<file path="src/rtl/spi_loader.sv">
// spi_loader: host-command to serial-loader bridge that shifts instruction/data words into a processor and supervises runs.
// Ports:
//   clk, rst_n            - clock, asynchronous active-low reset
//   cmd_valid/cmd_ready   - host command handshake (ready only while idle)
//   cmd_type              - 00 load instr, 01 load data, 10 run, 11 reserved
//   cmd_addr, cmd_data    - cache address and word for load commands
//   sel_out               - 00 idle, 01 instr select, 10 data select, 11 run
//   mosi_out              - serial frame {data, addr}, LSB first
//   done_in               - processor done flag
//   run_done              - one-cycle pulse when a run completes
//   err_out               - sticky error (reserved command or run timeout)
// Optional: define SPI_LOADER_TIMEOUT_EN to build the run-wait watchdog.
module spi_loader #(
    parameter int GAP_CYCLES  = 1,
    parameter int RUN_TIMEOUT = 1023
) (
    input  logic       clk,
    input  logic       rst_n,
    input  logic       cmd_valid,
    output logic       cmd_ready,
    input  logic [1:0] cmd_type,
    input  logic [3:0] cmd_addr,
    input  logic [7:0] cmd_data,
    output logic [1:0] sel_out,
    output logic       mosi_out,
    input  logic       done_in,
    output logic       run_done,
    output logic       err_out
);
    localparam logic [2:0] IDLE        = 3'd0;
    localparam logic [2:0] SHIFT       = 3'd1;
    localparam logic [2:0] GAP         = 3'd2;
    localparam logic [2:0] RUN_WAIT_LO = 3'd3;
    localparam logic [2:0] RUN_WAIT_HI = 3'd4;

    logic [2:0]  state_q, state_d;
    logic [11:0] frame_q, frame_d;
    logic [3:0]  bit_cnt_q, bit_cnt_d, bit_nxt;
    logic [2:0]  gap_cnt_q, gap_cnt_d;
    logic [1:0]  sel_q, sel_d;
    logic        mosi_q, mosi_d;
    logic        run_done_q, run_done_d;
    logic        err_q, err_d;
    logic        rdy_q, rdy_d;
    logic        accept;
    logic        wd_hit;

    assign accept = cmd_valid & rdy_q;

`ifdef SPI_LOADER_TIMEOUT_EN
    logic [15:0] wd_q, wd_d;
    assign wd_hit = wd_q == 16'(RUN_TIMEOUT - 1);
`else
    assign wd_hit = 1'b0;
`endif

    always_comb begin
        state_d    = state_q;
        frame_d    = frame_q;
        bit_cnt_d  = bit_cnt_q;
        gap_cnt_d  = gap_cnt_q;
        sel_d      = sel_q;
        mosi_d     = 1'b0;
        run_done_d = 1'b0;
        err_d      = err_q;
        bit_nxt    = bit_cnt_q + 4'd1;
`ifdef SPI_LOADER_TIMEOUT_EN
        wd_d       = wd_q + 16'd1;
`endif
        case (state_q)
            IDLE: begin
                sel_d = 2'b00;
                if (accept) begin
                    if (!cmd_type[1]) begin
                        // Outputs are registered, so bit 0 is presented on the first SHIFT cycle.
                        frame_d   = {cmd_data, cmd_addr};
                        bit_cnt_d = 4'd0;
                        sel_d     = cmd_type[0] ? 2'b10 : 2'b01;
                        mosi_d    = cmd_addr[0];
                        state_d   = SHIFT;
                    end else if (!cmd_type[0]) begin
                        sel_d   = 2'b11;
                        state_d = RUN_WAIT_LO;
`ifdef SPI_LOADER_TIMEOUT_EN
                        wd_d    = 16'd0;
`endif
                    end else begin
                        err_d = 1'b1;
                    end
                end
            end
            SHIFT: begin
                if (bit_cnt_q == 4'd11) begin
                    sel_d     = 2'b00;
                    gap_cnt_d = 3'd0;
                    state_d   = GAP;
                end else begin
                    bit_cnt_d = bit_nxt;
                    mosi_d    = frame_q[bit_nxt];
                end
            end
            GAP: begin
                sel_d = 2'b00;
                if (gap_cnt_q == 3'(GAP_CYCLES - 1))
                    state_d = IDLE;
                else
                    gap_cnt_d = gap_cnt_q + 3'd1;
            end
            RUN_WAIT_LO: begin
                if (!done_in) begin
                    state_d = RUN_WAIT_HI;
`ifdef SPI_LOADER_TIMEOUT_EN
                    wd_d    = 16'd0;
`endif
                end else if (wd_hit) begin
                    sel_d   = 2'b00;
                    err_d   = 1'b1;
                    state_d = IDLE;
                end
            end
            RUN_WAIT_HI: begin
                if (done_in) begin
                    sel_d      = 2'b00;
                    run_done_d = 1'b1;
                    state_d    = IDLE;
                end else if (wd_hit) begin
                    sel_d   = 2'b00;
                    err_d   = 1'b1;
                    state_d = IDLE;
                end
            end
            default: begin
                sel_d   = 2'b00;
                state_d = IDLE;
            end
        endcase
        // Registered ready stays low through reset and rises on the first edge after release.
        rdy_d = state_d == IDLE;
    end

    always_ff @(posedge clk or negedge rst_n) begin
        if (!rst_n) begin
            state_q    <= IDLE;
            frame_q    <= '0;
            bit_cnt_q  <= '0;
            gap_cnt_q  <= '0;
            sel_q      <= 2'b00;
            mosi_q     <= 1'b0;
            run_done_q <= 1'b0;
            err_q      <= 1'b0;
            rdy_q      <= 1'b0;
`ifdef SPI_LOADER_TIMEOUT_EN
            wd_q       <= '0;
`endif
        end else begin
            state_q    <= state_d;
            frame_q    <= frame_d;
            bit_cnt_q  <= bit_cnt_d;
            gap_cnt_q  <= gap_cnt_d;
            sel_q      <= sel_d;
            mosi_q     <= mosi_d;
            run_done_q <= run_done_d;
            err_q      <= err_d;
            rdy_q      <= rdy_d;
`ifdef SPI_LOADER_TIMEOUT_EN
            wd_q       <= wd_d;
`endif
        end
    end

    assign cmd_ready = rdy_q;
    assign sel_out   = sel_q;
    assign mosi_out  = mosi_q;
    assign run_done  = run_done_q;
    assign err_out   = err_q;
endmodule
</file>
<file path="config.mk">
export PLATFORM = sky130hd
export DESIGN_NAME = spi_loader
export DESIGN_NICKNAME = d
export VERILOG_FILES = /design/src/rtl/spi_loader.sv
export SDC_FILE = /design/constraint.sdc
export NUM_CORES = 1
export LEC_CHECK = 0
export ABC_AREA = 1
export CAP_MARGIN = 5
export CORE_UTILIZATION = 47
export DETAILED_ROUTE_END_ITERATION = 8
export GPL_TIMING_DRIVEN = 0
export HOLD_SLACK_MARGIN = 0.03
export PLACE_DENSITY = 0.83
export REMOVE_ABC_BUFFERS = 1
export SLEW_MARGIN = 20
export SYNTH_ARGS = -nofsm -noshare
export SYNTH_HDL_FRONTEND = slang
export SYNTH_SLANG_ARGS = --single-unit
</file>
<file path="constraint.sdc">
create_clock -name clk -period 1.3 [get_ports clk]
set_input_delay 0.195 -clock clk [delete_from_list [all_inputs] [get_ports clk]]
set_output_delay 0.195 -clock clk [all_outputs]
set_load 0.01 [all_outputs]
</file>
==> impl_metrics.tcl, run 1 <==
set metrics [dict create \
    die_area_mm2 0.00339 \
    period_needed_ns 1.38 \
    rsz0062_at_grt "true" \
    die_h_um 58.3 \
    cts-root-buf "clkbuf_4" \
    num_vias 1324 \
    io_pins 24 \
    reg2reg_to "cmd_ready$_DFF_PN0_" \
    synth_area_mm2 0.00149 \
    crit_chain "inv_2 > nand2_4 > nor2_4 > buf_6 > o21ai_1 > nor2_2 > nor2_2 > nand2_2 > nor2_2" \
    drt-total-wl_um 3410 \
    worst_setup_path_end_kind "flop" \
    firstDrtPassIters 6 \
    area_delta_synth_final_pct 37.4 \
    period_share 1.06 \
    setup_violations 18 \
    nNetsFinal 246 \
    cts_tree "done" \
    fin_ws_ns -0.0790 \
    worst_slew_pin_slew_ns 0.622 \
    grt.total_usage 0.210 \
    min-delay-start "cmd_data[6]" \
    avgSynthCellArea_um2 8.17 \
    rr_startpoint "state_q[1]$_DFF_PN0_" \
    worstPathArrival_ns 1.62 \
    hold_violations 0 \
    clock_latency_ns 0.34 \
    grt_max_degree 29 \
    startpoint "state_q[1]$_DFF_PN0_" \
    dp_hpwl_um 1980 \
    cts_num_sinks 28 \
    r2r_cells 9 \
    clk_pin_slew_ns 0.16 \
    postSynthCellCount 182 \
    synth-simple-area-share 0.320 \
    peakVddDrop_mv 0.801 \
    cts_buffers 3 \
    io_buffers 23 \
    slew_violations 0 \
    fin_worst_skew_ns 0.00825 \
    drive_above_1_share 0.281 \
    cp_common_cell "nor2_2" \
    maxCapViolations 0 \
    cts.path.max_buffers 2 \
    synth-compound-area-share 0.0580 \
    fmax_mhz 725 \
    hold_path_end "frame_q[10]$_DFFE_PN0P_" \
    worstHoldPathCells 3 \
    crit_fanout 5 \
    required_ns 1.54 \
    ys_seq_elements 28 \
    ant_nets 0 \
    p_leak_nw 1.06 \
    cp-start-kind "flop" \
    synth-xor-area-share 0.00589 \
    synth-adder-area-share 0.0505 \
    violations "design-rule violations, negative setup slack" \
    yosysWarnings 0 \
    p_per_area_mw_per_mm2 2150 \
    num_rows 20 \
    core_area_mm2 0.00303 \
    synth-seq-area-share 0.471 \
    r2r_slack_ns -0.08 \
    critPathMaxStageDelay_ns 0.48 \
    synth_mux_area_frac 0 \
    slowest_stage "dfrtp_2" \
    status "finished with violations" \
    power_mw 4.40 \
    antenna_found_initial 0 \
    hold_class "in -> reg" \
    die_w_um 58.3 \
    start_util 0.491 \
    htree_levels 1 \
    place_ws_ns -0.369 \
    grt_overflow 0 \
    wire_per_inst_um 12.9 \
    grt_pass1_wl_um 5380 \
    ys_types 25 \
    synth_top_family_by_area "simple AND/OR/NAND/NOR gates" \
    via_per_inst 5.00 \
    n_antenna_cell 0 \
    grt_pass1_vias 1251 \
    relSlewSlack 0.586 \
    drc 1 \
    drt-initial-drc-count 65 \
    critical_path_class "reg -> reg" \
    gp_congestion 0.858 \
]
-- state kept, by name, indices dropped and copies added (netlist names) --
register and cells:
sel_out 2, mosi_out 1, frame_q 12, cmd_ready 1, err_out 1, gap_cnt_q 3, bit_cnt_q 4, state_q 3
run_done 1
-- cells by family (layout without fill, tap and decap cells) --
kind of cell	count (synthesis)	in the layout
and+or+nand+nor	100	100
buffers and inverters	31	70
DFF	28	28
AOI/OAI and AO/OA	16	16
adders and majority gates	6	6
xor gates and xnor gates	1	1
-- critical path: cells and delay by family, from the launching register on --
family | cells | cell delay (ns)
simple gates | 6 | 0.50
flops | 1 | 0.48
compound gates | 1 | 0.09
buf+inv | 2 | 0.22
-- per-layer routing --
layer	GRT usage	wire length, µm
met5	0	0
met4	0.0986	88
met3	0.0290	113
met2	0.358	1820
met1	0.264	1390
-- report_power, final --
part / total (mW) / internal, mW / switching (mW)
registers: 1.44 / 1.21 / 0.226
clock network: 0.583 / 0.312 / 0.270
logic: 2.38 / 1.04 / 1.34
total: 4.40 / 2.56 / 1.84
-- layout make-up --
class                           instances  area, µm²
Clock buffer                            3       22.5
Clock inverter                          1       30.0
Fill cell                             229        983
Inverter                               28        116
Multi-Input combinational cell        123        753
Sequential cell                        28        704
Tap cell                               44       55.1
Timing Repair Buffer                   37        357
Timing Repair inverter                  1       6.26
-- what timing repair did --
| action | CTS | global route |
|---|---|---|
| gates cloned | 1 | 0 |
| hold buffers | 1 | 0 |
| pin swaps | 13 | 5 |
| hold endpoints to repair | 28 | 0 |
| buffers inserted | 12 | 2 |
| setup endpoints to repair | 31 | 26 |
| gates resized for setup | 29 | 27 |
-- placed cells by master, fill, tap and decap left out, types with 3 or more instances in the layout --
cell type / synthesis / routed
buf_4: 0 / 7
buf_6: 1 / 5
clkbuf_4: 0 / 3
clkdlybuf4s50_1: 0 / 16
dfrtp_1: 28 / 25
dfrtp_2: 0 / 3
dlygate4sd2_1: 0 / 6
ha_1: 6 / 5
inv_1: 23 / 21
inv_2: 5 / 5
nand2_1: 63 / 48
nand2_2: 2 / 13
nand2_4: 0 / 4
nand3_1: 18 / 16
nand4_1: 3 / 3
nor2_2: 1 / 3
o21ai_1: 2 / 8
-- cell usage after synthesis --
cell type | n | share of area
nand2_2 | 2 | 0.0084
nor2_2 | 1 | 0.0042
ha_1 | 6 | 0.050
o22ai_1 | 2 | 0.0084
inv_2 | 5 | 0.013
nor2_4 | 2 | 0.015
buf_6 | 1 | 0.0076
nand3_1 | 18 | 0.061
nand3_4 | 1 | 0.012
o21ai_1 | 2 | 0.0067
inv_1 | 23 | 0.058
a21oi_1 | 1 | 0.0034
nand2_1 | 63 | 0.16
dfrtp_1 | 28 | 0.47
nor3_2 | 2 | 0.013
nor2_1 | 4 | 0.010
nand2_8 | 1 | 0.013
nand4_1 | 3 | 0.013
and2_1 | 1 | 0.0042
buf_2 | 1 | 0.0034
a31o_2 | 1 | 0.0059
xor2_1 | 1 | 0.0059
nor3_1 | 2 | 0.0067
buf_12 | 1 | 0.013
o21ai_0 | 10 | 0.034
-- worst max path at each step --
stage	depth (start not counted)	to	slack (ns)
finish	9	cmd_ready$_DFF_PN0_	-0.08
global route	9	cmd_ready$_DFF_PN0_	-0.14
CTS	8	cmd_ready$_DFF_PN0_	-0.07
detailed placement	7	mosi_out$_DFF_PN0_	-0.37
global placement	1	frame_q[3]$_DFFE_PN0P_	-0.37
floorplan	7	mosi_out$_DFF_PN0_	-0.01
-- stage by stage --
step	cells	cell area (µm²)	TNS, ns	hold slack, ns	util
after floorplan	179	1450	-0.0105	-0.101	-
after detailed placement	246	1730	-5.86	0.248	0.572
after CTS	264	1960	-0.475	0.364	0.647
after global routing	265	2040	-2.07	0.360	0.675
after global placement	246	1740	-15.43	0.452	0.574
final	265	2040	-0.646	0.364	0.675
Power figures use the tool's default switching activity.
==> run 2: changes to the inputs <==
CAP_MARGIN = 25   (was 5)
==> results of run 2 <==
The final DEF is identical to that of run 1; final timing and power are the same.
==> run 3: changes to the inputs <==
CORE_UTILIZATION = 56   (was 47)
PLACE_DENSITY = 0.92   (was 0.83)
clock period = 1.6 ns   (was 1.3 ns; I/O delays follow)
==> impl_metrics.tcl, run 3 (synthesis results as in run 1) <==
set metrics [dict create \
    status "complete, no violations" \
    clock_latency_ns 0.33 \
    die_area_mm2 0.00287 \
    final_common_cell "nand2_1" \
    crit_chain "clkdlybuf4s50_1" \
    grt_pass1_wl_um 4490 \
    regMostFlops "frame_q" \
    die_w_um 53.5 \
    wire_per_inst_um 11.4 \
    via_per_inst 5.10 \
    core_area_mm2 0.00250 \
    antenna_found_initial 0 \
    cp-start-kind "flop" \
    critical_path_class "reg -> out" \
    power_mw 2.91 \
    placed_area_mm2 0.00171 \
    finalInstanceArea_mm2 0.00178 \
    worst_setup_path_end_kind "primary output" \
    gp_congestion 0.876 \
    ant_nets 0 \
    grt_max_degree 29 \
    cts_tree "done" \
    place_ws_ns -0.0720 \
    maxCapViolations 0 \
    grt_pass1_vias 1099 \
    crit_buf_inv 1 \
    final_cell_mix "nand2_1 (63), dfrtp_1 (27), inv_1 (23)" \
    slowest_stage "clkdlybuf4s50_1" \
    grt_overflow 0 \
    nNetsFinal 234 \
    dpl.cell_count 232 \
    fin_worst_skew_ns 0.00339 \
    slew_violations 0 \
    grt.total_usage 0.217 \
    crit_fanout 2 \
    peakVddDrop_mv 0.976 \
    largest_reg_flops 12 \
    io_pins 24 \
    drive_above_1_share 0.110 \
    cts_buffers 3 \
    hold_class "in -> reg" \
    period_share 0.924 \
    drc 0 \
    final_util 0.711 \
    cts_num_sinks 28 \
    fin_cells 239 \
    fmax_mhz 676 \
    num_rows 18 \
    fin_hold_ws_ns 0.419 \
    hold_violations 0 \
    rsz0062_at_grt "false" \
    setup_violations 0 \
    period_needed_ns 1.48 \
    n_antenna_cell 0 \
    fin_ws_ns 0.122 \
    htree_levels 1 \
    crit_family "buffers and inverters" \
    io_buffers 23 \
    reg.largest.list "frame_q: 12 flops, bit_cnt_q: 4 flops" \
    clk_pin_slew_ns 0.15 \
    firstDrtPassIters 4 \
    tns_ns 0 \
    p_per_area_mw_per_mm2 1640 \
    area_delta_synth_final_pct 19.5 \
    dp_hpwl_um 1990 \
    start_util 0.595 \
    p_leak_nw 0.941 \
    worstPathArrival_ns 1.24 \
    required_ns 1.36 \
    worst_slew_pin_slew_ns 0.601 \
    critPathMaxStageDelay_ns 0.54 \
    drt-total-wl_um 2720 \
    num_vias 1220 \
    drt-initial-drc-count 36 \
    die_h_um 53.5 \
    relSlewSlack 0.599 \
    cts.path.max_buffers 2 \
    cts-root-buf "clkbuf_4" \
]
run 3: cell count changes in the layout (fill, tap and decap cells not counted), moves of 4 or more:
cell             previous run  this run
buf_4                       7         2
buf_6                       5         0
clkdlybuf4s50_1            16        22
dlygate4sd2_1               6         0
nand2_1                    48        63
nand2_2                    13         2
nand2_4                     4         0
o21ai_0                     2        10
o21ai_1                     8         2
run 3: metal layers:
layer / global-route usage / vias up / part of all wire
li1: - / 625 / -
met1: 0.290 / 565 / 0.47
met2: 0.363 / 26 / 0.49
met3: 0.0169 / 4 / 0.028
met4: 0.0921 / 0 / 0.012
met5: 0 / - / 0
run 3: timing repair:
action / 4_1_cts / 5_1_grt
endpoints found under the hold margin: 28 / 0
setup buffers: 0 / 2
gates resized for setup: 0 / 2
endpoints found under the setup margin: 0 / 14
hold buffers: 1 / 0
run 3: final cells by class:
type                    count  area [µm²]
clock buffers               4        36.3
fillers                   202         722
inverters                  28         106
multi-input cells         123         646
flip-flops and latches     28         702
well taps                  30        37.5
repair buffers             26         250
run 3: worst paths after layout:
check	startpoint	cells past startpoint	end	slack [ns]
setup / recovery	err_out$_DFFE_PN0P_	1	err_out	0.12
hold / removal	cmd_addr[2]	3	frame_q[2]$_DFFE_PN0P_	0.42
setup reg to reg	state_q[1]$_DFF_PN0_	7	mosi_out$_DFF_PN0_	0.12
hold reg to reg	err_out$_DFFE_PN0P_	1	err_out$_DFFE_PN0P_	0.49
max in group asynchronous	rst_n	2	bit_cnt_q[0]$_DFFE_PN0P_	0.74
min in group asynchronous	rst_n	2	frame_q[3]$_DFFE_PN0P_	0.44
run 3: worst reg2reg max path, stage by stage, from the launching register on:
cell and delay, ns:
dfrtp_1 0.47, inv_2 0.11, nand2_2 0.08, nor2_4 0.15
nand3_4 0.20, clkinv_2 0.23, nand2_1 0.11, nand2_1 0.08
run 3: power by group:
group / internal [mW] / switching (mW) / total, mW / leakage, nW
Sequential: 0.980 / 0.180 / 1.16 / 0.357
Clock: 0.139 / 0.206 / 0.345 / 0.0210
Combinational: 0.583 / 0.826 / 1.41 / 0.563
